--- src/rtl/led_pattern_sequencer_if.sv ---
// ============================================================================
// Module   : led_pattern_sequencer_if
// Brief    : Host-side mode/speed controls and LED/status outputs of the sequencer.
// Revision : 1.0
// ============================================================================
`default_nettype none

interface led_pattern_sequencer_if;
    logic       MODE_REQ;
    logic [1:0] MODE_SEL;
    logic [1:0] SPEED;
    logic       PAUSE;
    logic [7:0] LED;
    logic       TICK;
    logic       BUSY;
    logic       MODE_ACK;

    modport master (
        output MODE_REQ, MODE_SEL, SPEED, PAUSE,
        input  LED, TICK, BUSY, MODE_ACK
    );

    modport slave (
        input  MODE_REQ, MODE_SEL, SPEED, PAUSE,
        output LED, TICK, BUSY, MODE_ACK
    );
endinterface

`default_nettype wire

--- src/rtl/led_pattern_sequencer.sv ---
// ============================================================================
// Module   : led_pattern_sequencer
// Brief    : Prescaler -> speed sub-divider -> pattern FSM driving 8 LEDs, with
//            step-aligned mode-change handshake. Optional macro: CHASE_BOUNCE_EN.
// Revision : 1.0
// ============================================================================
`default_nettype none

module led_pattern_sequencer #(
    parameter int CLK_HZ  = 40000000,
    parameter int TICK_HZ = 8
) (
    input  wire logic               CLK,
    input  wire logic               RESET,
    led_pattern_sequencer_if.slave  bus
);

    localparam int DIV_MAX = CLK_HZ / TICK_HZ - 1;
    localparam int CNT_W   = (DIV_MAX < 2) ? 1 : $clog2(DIV_MAX + 1);
    localparam logic [CNT_W-1:0] C_DIV_MAX = CNT_W'(DIV_MAX);

    typedef enum logic [1:0] {
        S_OFF   = 2'd0,
        S_BLINK = 2'd1,
        S_CHASE = 2'd2,
        S_FILL  = 2'd3
    } mode_e;

    logic [CNT_W-1:0] pre_q, pre_d;
    logic             tick_q, tick_d;
    logic [2:0]       sub_q, sub_d;
    logic [2:0]       sub_lim;
    logic             w_tick, w_step;

    mode_e            state_q, state_d;
    mode_e            pend_q, pend_d;
    logic [7:0]       led_q, led_d;
    logic             busy_q, busy_d;
    logic             ack_q, ack_d;
`ifdef CHASE_BOUNCE_EN
    logic             dir_q, dir_d;
`endif

    // A pending tick is held (not dropped) across PAUSE so the run resumes exactly.
    always_comb begin
        pre_d  = pre_q;
        tick_d = tick_q;
        if (!bus.PAUSE) begin
            tick_d = (pre_q == C_DIV_MAX);
            pre_d  = (pre_q == C_DIV_MAX) ? '0 : pre_q + 1'b1;
        end
        sub_lim = 3'((4'd1 << bus.SPEED) - 4'd1);
        w_tick  = tick_q & ~bus.PAUSE;
        w_step  = w_tick & (sub_q >= sub_lim);
        sub_d   = sub_q;
        if (w_tick) begin
            sub_d = w_step ? 3'd0 : sub_q + 3'd1;
        end
    end

    always_comb begin
        state_d = state_q;
        pend_d  = pend_q;
        led_d   = led_q;
        busy_d  = busy_q;
        ack_d   = 1'b0;
`ifdef CHASE_BOUNCE_EN
        dir_d   = dir_q;
`endif
        if (bus.MODE_REQ && !busy_q) begin
            pend_d = mode_e'(bus.MODE_SEL);
            busy_d = 1'b1;
        end
        if (w_step) begin
            if (busy_q) begin
                // Mode switch consumes this step: load the entry value, no advance.
                state_d = pend_q;
                busy_d  = 1'b0;
                ack_d   = 1'b1;
`ifdef CHASE_BOUNCE_EN
                dir_d   = 1'b0;
`endif
                case (pend_q)
                    S_BLINK: led_d = 8'hFF;
                    S_CHASE: led_d = 8'h01;
                    default: led_d = 8'h00;
                endcase
            end else begin
                case (state_q)
                    S_BLINK: led_d = ~led_q;
                    S_CHASE: begin
`ifdef CHASE_BOUNCE_EN
                        if (!dir_q) begin
                            if (led_q[7]) begin
                                led_d = 8'h40;
                                dir_d = 1'b1;
                            end else begin
                                led_d = {led_q[6:0], 1'b0};
                            end
                        end else begin
                            if (led_q[0]) begin
                                led_d = 8'h02;
                                dir_d = 1'b0;
                            end else begin
                                led_d = {1'b0, led_q[7:1]};
                            end
                        end
`else
                        led_d = {led_q[6:0], led_q[7]};
`endif
                    end
                    S_FILL:  led_d = (led_q == 8'hFF) ? 8'h00 : {led_q[6:0], 1'b1};
                    default: led_d = 8'h00;
                endcase
            end
        end
    end

    always_ff @(posedge CLK or negedge RESET) begin
        if (!RESET) begin
            pre_q   <= '0;
            tick_q  <= 1'b0;
            sub_q   <= 3'd0;
            state_q <= S_OFF;
            pend_q  <= S_OFF;
            led_q   <= 8'h00;
            busy_q  <= 1'b0;
            ack_q   <= 1'b0;
`ifdef CHASE_BOUNCE_EN
            dir_q   <= 1'b0;
`endif
        end else begin
            pre_q   <= pre_d;
            tick_q  <= tick_d;
            sub_q   <= sub_d;
            state_q <= state_d;
            pend_q  <= pend_d;
            led_q   <= led_d;
            busy_q  <= busy_d;
            ack_q   <= ack_d;
`ifdef CHASE_BOUNCE_EN
            dir_q   <= dir_d;
`endif
        end
    end

    assign bus.LED      = led_q;
    assign bus.TICK     = w_tick;
    assign bus.BUSY     = busy_q;
    assign bus.MODE_ACK = ack_q;

endmodule

`default_nettype wire

--- src/flat_wrapper.sv ---
// flat-port wrapper written by rule: the top's interface ports become plain ports
module led_pattern_sequencer_flat 
#(
    parameter int CLK_HZ  = 40000000,
    parameter int TICK_HZ = 8
)
  (CLK, RESET, bus_MODE_REQ, bus_MODE_SEL, bus_SPEED, bus_PAUSE, bus_LED, bus_TICK, bus_BUSY, bus_MODE_ACK);
  led_pattern_sequencer_if bus_i ();
  input  wire logic CLK;
  input  wire logic RESET;
  input wire logic [$bits(bus_i.MODE_REQ)-1:0] bus_MODE_REQ;
  input wire logic [$bits(bus_i.MODE_SEL)-1:0] bus_MODE_SEL;
  input wire logic [$bits(bus_i.SPEED)-1:0] bus_SPEED;
  input wire logic [$bits(bus_i.PAUSE)-1:0] bus_PAUSE;
  output wire logic [$bits(bus_i.LED)-1:0] bus_LED;
  output wire logic [$bits(bus_i.TICK)-1:0] bus_TICK;
  output wire logic [$bits(bus_i.BUSY)-1:0] bus_BUSY;
  output wire logic [$bits(bus_i.MODE_ACK)-1:0] bus_MODE_ACK;
  assign bus_i.MODE_REQ = bus_MODE_REQ;
  assign bus_i.MODE_SEL = bus_MODE_SEL;
  assign bus_i.SPEED = bus_SPEED;
  assign bus_i.PAUSE = bus_PAUSE;
  assign bus_LED = bus_i.LED;
  assign bus_TICK = bus_i.TICK;
  assign bus_BUSY = bus_i.BUSY;
  assign bus_MODE_ACK = bus_i.MODE_ACK;
  led_pattern_sequencer #(.CLK_HZ(CLK_HZ), .TICK_HZ(TICK_HZ)) u_core (.CLK(CLK), .RESET(RESET), .bus(bus_i));
endmodule
--- config.mk ---
export PLATFORM = sky130hd
export DESIGN_NAME = led_pattern_sequencer_flat
export DESIGN_NICKNAME = d
export VERILOG_FILES = /design/src/rtl/led_pattern_sequencer_if.sv /design/src/rtl/led_pattern_sequencer.sv /design/src/flat_wrapper.sv
export SDC_FILE = /design/constraint.sdc
export NUM_CORES = 1
export LEC_CHECK = 0
export CORE_AREA = 5 5 69 71
export CTS_CLUSTER_SIZE = 20
export DETAILED_ROUTE_END_ITERATION = 10
export DIE_AREA = 0 0 74 76
export GPL_TIMING_DRIVEN = 0
export PLACE_DENSITY = 0.75
export SYNTH_ARGS = -nofsm -noshare
export SYNTH_HDL_FRONTEND = slang
export SYNTH_SLANG_ARGS = --single-unit
--- constraint.sdc ---
create_clock -name CLK -period 5.2 [get_ports CLK]
set_input_delay 1.04 -clock CLK [delete_from_list [all_inputs] [get_ports CLK]]
set_output_delay 1.04 -clock CLK [all_outputs]
set_load 0.01 [all_outputs]
==> results.md, run 1 <==
* Status: completed
* Slew Viols, Final at 0
* Switching Share at 34.3%
* Worst hold path type: flip-flop to flip-flop
* Worst vdd ir at 0.207 mV
* Max-cap violations at 0
* Part of the power in registers at 45.7%
* Quantity of I/O buffers inserted on ports at 17
* Period minus WS final at 3.27 ns
* Top_reg_cell synth: dfrtp_1
* Longest Clk Path Bufs at 2
* DRC violations left at 0
* Grt total ovfl at 0
* Filler instances at 361
* Detailed-route via count at 1,685
* Mean Syn Cell Area at 9.81 um2
* Site Rows at 24
* Yosys top cell area share at 47.8%
* Clk Latency, worst-skew pair at 0.30 ns
* Die W at 74 um
* Power density over cell area at 437 nW/um2
* Worst Max-Slew Pin Slew at 1.19 ns
* Fin nets at 258
* Number of DRC markers in iteration 0 at 65
* Switching pwr at 375 uW
* Ys async rst share at 100%
* TritonCTS Sinks at 41
* F_max at 306 MHz
* Most frequent cell after synthesis: dfrtp_1
* RSZ-0062 raised after global routing: no
* Relative slew slack at 20.0%
* Post-DRT Antenna Nets at 0
* Layout cells sized above 1 at 7.38%
* WS Path Type: primary input to primary output
* Multi-input logic area at 1050 um2
* Total track usage at 16.4%
* Cell count after synthesis at 219
* EDFF count, synth at 0
* Vias in the first global route at 1,538
* GP Congestion at 0.827
* Startpoint Class: primary input
* Post-Place Cells at 289
* Clk pwr share at 22.8%
* Final setup viols at 0
* H-tree depth at 2
* Global-route wire length before repair at 7220 um
* R2R Setup Slk at 2.89 ns
* Resized Gates After CTS at 0
* Initial DRT Pass Iterations at 4
* Worst setup skew after layout at 0.00927 ns
* HPWL Detailed at 3000 um
* Top cells by instance count after synthesis: dfrtp_1 (41), nand2_1 (22), nor2_1 (14)
* Routed wire length at 4210 um
* Initial antenna violation count at 0
* Period utilisation layout at 62.9%
* FF/Latch Area at 1030 um2
* Leakage power at 1.05 nW
* CP Data Arrival Time at 2.23 ns
* CTS tree: built
* Wirelength per Cell at 14.2 um
* Setup crit end kind: primary output
* CTS clk-pin slew, worst paths at 0.08 ns
* Vias/cell at 5.69
* Post-Syn Area at 2150 um2
* DIE AREA at 5620 um2
* Yosys warns at 0
* Finished Layout Cells at 296
* Area contributors post-synth: dfrtp_1 (48%), xnor2_1 (4.5%), nand2_1 (3.8%), ha_1 (3.5%), nor3_1 (3.0%)
* Core Area at 4170 um2
* Die height at 76 um
* Final hold viol count at 0
* Slowest CP cell: clkdlybuf4s50_1
* Setup Buffers After CTS at 0
* Gate power share at 31.5%
* Int Power at 719 uW
* Worst path max stage delay at 0.58 ns
* Synthesis-to-layout area growth at 16.5%
* Final setup TNS at 0 ns
* Proportion of synthesized chip area in sequential cells at 47.8%
* Worst path required time at 4.16 ns
* Num CTS Buffers at 5
* Synth Net Count at 233
* IO Pins at 19
* Initial core utilization at 51.5%
* CP max FO at 10
* Seq cells post-synth at 41
* Pin count of the biggest net entering global routing at 41
* # diodes at 0
* Cts hold-fix bufs at 0
* Post-synthesis cell type count at 45
* Root Buffer: clkbuf_8
* Crit path cell chain: buf_2, nand2b_1, inv_1, clkdlybuf4s50_1
* Area leader, netlist: dfrtp_1
==> worst max-delay path: cells and delay by family <==
kind	cells	cell delay, ns
simple gates	1	0.24
buf+inv	3	0.95
==> routing by layer <==
metal  track usage (%)  share of wire, %  vias to the layer above
met4              7.07               2.2                        0
met5                 0                 0                        -
met3              3.30               3.8                       10
met2              25.7                48                       33
met1              21.6                46                      803
li1                  -                 -                      839
==> cell type report <==
cell class              instances  share of cell area, %
plain buffers                   7                   1.20
inverters                      11                   1.65
clock buffers                   5                   2.75
repair buffers                 18                   7.40
clock inverters                 2                   1.40
flip-flops and latches         41                   41.0
multi-input cells             160                   42.0
well taps                      52                   2.60
==> registers in the layout (all words and copies together) (netlist names) <==
name                 count
u_core.sub_q             3
u_core.bus.MODE_ACK      1
u_core.bus.BUSY          1
u_core.pre_q            23
u_core.pend_q            2
u_core.tick_q            1
u_core.state_q           2
u_core.bus.LED           8
==> cell usage in the layout (no fill, tap or decap), drive strengths merged, types with 5 or more instances in the layout <==
master         synthesis  layout
nor2                  14      14
nor3                  13      13
xnor2                 11      11
inv                   11      11
clkbuf                 4       9
dfrtp                 41      41
nand4                  6       6
nand2                 22      22
nand3                  6       6
clkdlybuf4s50          0      16
xor2                   6       6
buf                    3       5
ha                     6       6
o21ai                 11      11
a21oi                 12      12
==> final timing paths <==
check,from,to,cells after the start
max,bus_PAUSE,bus_TICK,4
min,u_core.pre_q[16],u_core.pre_q[16],1
max reg2reg,u_core.pre_q[0],u_core.pre_q[11],5
min reg2reg,u_core.pre_q[16],u_core.pre_q[16],1
max in group asynchronous,RESET,u_core.pre_q[3],2
min in group asynchronous,RESET,u_core.sub_q[2],1
==> power groups by stage <==
stage / logic (mW) / clock network [mW] / registers (mW)
2_1_floorplan: 0.207 / 0 / 0.500
3_3_place_gp: 0.338 / 0 / 0.502
3_5_place_dp: 0.348 / 0 / 0.504
4_1_cts: 0.349 / 0.257 / 0.498
5_1_grt: 0.382 / 0.270 / 0.513
6_report: 0.344 / 0.249 / 0.500
==> metrics by stage <==
stage	power, mW	utilization [%]	instance area (um2)	setup slack [ns]	hold slack [ns]
after floorplan	0.706	-	2150	2.46	0.457
after global placement	0.840	57.1	2380	1.77	0.482
after detailed placement	0.852	57.5	2400	1.77	0.484
after CTS	1.10	60.0	2500	1.92	0.500
after global routing	1.16	60.0	2500	1.87	0.517
final	1.09	60.0	2500	1.93	0.503
==> cells by family after synthesis <==
logic type | share of synthesized area (%)
AND/OR/NAND/NOR | 24.5
multiplexers | 1.57
buffers and inverters | 3.32
AO/OA/AOI/OAI | 12.5
adder cells (fa/ha/maj) | 3.49
flip-flops | 47.8
XOR/XNOR | 6.93
(Power assumes the default switching activity.)
==> run 2: changes to the inputs <==
- clock period: 5.2 -> 3.1 ns (I/O delays scaled with it)
==> results of run 2 <==
Same layout as run 1 (identical final DEF). Status: completed.
Among the figures that moved: setup slack after placement 1.77 ns -> 0.0891 ns; setup slack after layout 1.93 ns -> 0.424 ns; hold slack 0.503 ns -> 0.109 ns; start point of the critical path bus_PAUSE -> bus_SPEED[1]; end point of the critical path bus_TICK -> u_core.bus.LED[1]; register-to-register setup slack 2.89 ns -> 0.79 ns; total power 1.09 mW -> 1.83 mW; worst IR drop on VDD 0.207 mV -> 0.347 mV
==> run 3: changes to the inputs <==
- CELL_PAD_IN_SITES_DETAIL_PLACEMENT: default -> 1
- CELL_PAD_IN_SITES_GLOBAL_PLACEMENT: default -> 2
- CORE_AREA: 5 5 69 71 -> 2 2 81 83
- DIE_AREA: 0 0 74 76 -> 0 0 83 85
- PLACE_DENSITY: 0.75 -> default
- PLACE_DENSITY_LB_ADDON: default -> 0.1
==> run 3 against run 2 <==
  * Sequential share of layout area is 0.71 points lower
  * Routed wire length up 19%
  * Critical path depth up 1
  * Utilization is 19 points lower
  * Register-to-register slack lost 0.09 ns
  * Sequential power rose by 1%
  * Die area grew 25%
  * Cell count grew 8.8%
  * Hold slack improved by 0.063 ns
  * Critical path type unchanged
  * Critical endpoint is now u_core.state_q[0]
==> results.md, run 3 (synthesized netlist as in run 1, its figures left out) <==
* Status: completed
* Grt total ovfl at 0 (unchanged)
* Quantity of I/O buffers inserted on ports at 17 (unchanged)
* DRC violations left at 0 (unchanged)
* Setup Buffers After CTS at 0 (unchanged)
* IO Pins at 19 (unchanged)
* Wirelength per Cell at 15.6 um (+9.5%)
* Total track usage at 15.0% (-1.3 points)
* Number of DRC markers in iteration 0 at 60 (-7.7%)
* Slowest CP cell: o21ai_1
* Period minus WS final at 2.76 ns
* TritonCTS Sinks at 41 (unchanged)
* Num CTS Buffers at 5 (unchanged)
* Worst Max-Slew Pin Slew at 1.25 ns (+0.0600 ns)
* Fin nets at 258 (unchanged)
* Routed wire length at 5020 um (+19%)
* Worst path max stage delay at 0.46 ns
* Worst slack after detailed placement at 0.0615 ns
* Longest Clk Path Bufs at 2 (unchanged)
* Final setup TNS at 0 ns (unchanged)
* Power density over cell area at 742 nW/um2
* Worst vdd ir at 0.280 mV
* Leakage power at 1.06 nW (+0.42%)
* Site Rows at 29 (+21%)
* Initial DRT Pass Iterations at 4 (unchanged)
* Setup crit end kind: flip-flop
* Switching Share at 34.8%
* Most common cell after layout, fill and taps aside: dfrtp_1
* RSZ-0062 raised after global routing: no
* Layout cells sized above 1 at 7.35% (-0.030 points)
* Relative slew slack at 15.9% (-4.0 points)
* Worst hold margin at 0.172 ns
* Final hold viol count at 0 (unchanged)
* Most frequent cells in the layout: dfrtp_1 (41), nand2_1 (22), clkdlybuf4s50_1 (16), nor2_1 (14), nor3_1 (13)
* Worst hold path type: primary input to async pin
* Resized Gates After CTS at 0 (unchanged)
* Slew Viols, Final at 0 (unchanged)
* Placement Cell Area at 2430 um2 (+1.3%)
* GP Congestion at 0.714 (-14%)
* Crit path max-delay family: buffers and inverters
* Root Buffer: clkbuf_8
* Int Power at 1.23 mW
* CP Data Arrival Time at 2.94 ns
* Clk Latency, worst-skew pair at 0.29 ns (about the same)
* Max-cap violations at 0 (unchanged)
* F_max at 363 MHz
* Fin worst setup slack at 0.342 ns
* Max FFs per register at 23 (unchanged)
* # diodes at 0 (unchanged)
* Worst path required time at 3.28 ns
* Crit path cell chain: clkdlybuf4s50_1, or2_2, ha_1, nor2b_1, o21ai_1, and3_1, clkbuf_1, mux2_2
* Initial antenna violation count at 0 (unchanged)
* Startpoint Class: primary input
* Util after Layout at 41.0% (-19 points)
* Worst setup skew after layout at 0.00336 ns (-0.00591 ns)
* Core Area at 6200 um2 (+49%)
* Cts hold-fix bufs at 0 (unchanged)
* Clk pwr share at 23.9% (+1.1 points)
* Detailed-route via count at 1,688 (+0.18%)
* Die W at 83 um (+12%)
* Crit path buf inv count at 2
* Reg with most FFs: u_core.pre_q
* H-tree depth at 2 (unchanged)
* Final setup viols at 0 (unchanged)
* CTS tree: built
* Period utilisation layout at 89.0%
* Gate power share at 31.2% (-0.3 points)
* Die height at 85 um (+12%)
* Filler instances at 696 (+93%)
* CP max FO at 9
* Switching pwr at 657 uW
* Global-route wire length before repair at 8540 um (+18%)
* Part of the power in registers at 44.9% (-0.8 points)
* Initial core utilization at 34.6% (-17 points)
* Vias in the first global route at 1,688 (+9.8%)
* Vias/cell at 5.24 (-7.9%)
* WS Path Type: primary input to flip-flop
* Post-route cell area at 2550 um2 (+1.7%)
* CTS clk-pin slew, worst paths at 0.08 ns (about the same)
* Post-DRT Antenna Nets at 0 (unchanged)
* DIE AREA at 7060 um2 (+25%)
* Synthesis-to-layout area growth at 18.5%
* Pin count of the biggest net entering global routing at 35 (-15%)
* HPWL Detailed at 3590 um (+19%)
-- run 3: stage by stage --
step | power [mW] | std cells
6_report | 1.89 | 322
3_3_place_gp | 1.44 | 313
5_1_grt | 2.03 | 322
2_1_floorplan | 1.18 | 219
3_5_place_dp | 1.46 | 314
4_1_cts | 1.92 | 322
-- run 3: final timing paths --
kind	start	endpoint	slack (ns)	cells after the start
worst min register to register	u_core.pre_q[20]	u_core.pre_q[20]	0.50	1
max in group asynchronous	RESET	u_core.bus.LED[2]	2.47	2
worst max-delay path	bus_SPEED[1]	u_core.state_q[0]	0.34	8
worst min-delay path	RESET	u_core.sub_q[2]	0.17	1
min in group CLK	u_core.pre_q[20]	u_core.pre_q[20]	0.50	1
worst max register to register	u_core.pre_q[0]	u_core.pre_q[6]	0.70	5
-- run 3: metal layers --
metal	wire (um)	GRT usage (%)	share of wire, %	up-vias
li1	-	-	-	837
met1	2370	18.9	47	825
met2	2470	25.9	49	20
met3	122	3.50	2.4	6
met4	58	4.47	1.2	0
met5	0	0	0	-
-- run 3: final cells by class --
cell class,count,area [um2],area share [%]
Tap cell,77,96.3,3.78
Inverter,11,41.3,1.62
Clock buffer,7,86.3,3.39
Timing Repair Buffer,18,185,7.27
Sequential cell,41,1030,40.3
Buffer,7,30.0,1.18
Multi-Input combinational cell,160,1050,41.3
Clock inverter,1,30.0,1.18
-- run 3: power by group through the flow --
stage | clock network, mW | logic [mW] | registers (mW)
6_report | 0.451 | 0.590 | 0.849
5_1_grt | 0.493 | 0.658 | 0.882
4_1_cts | 0.472 | 0.600 | 0.850
3_5_place_dp | 0 | 0.596 | 0.862
3_3_place_gp | 0 | 0.582 | 0.862
2_1_floorplan | 0 | 0.347 | 0.838
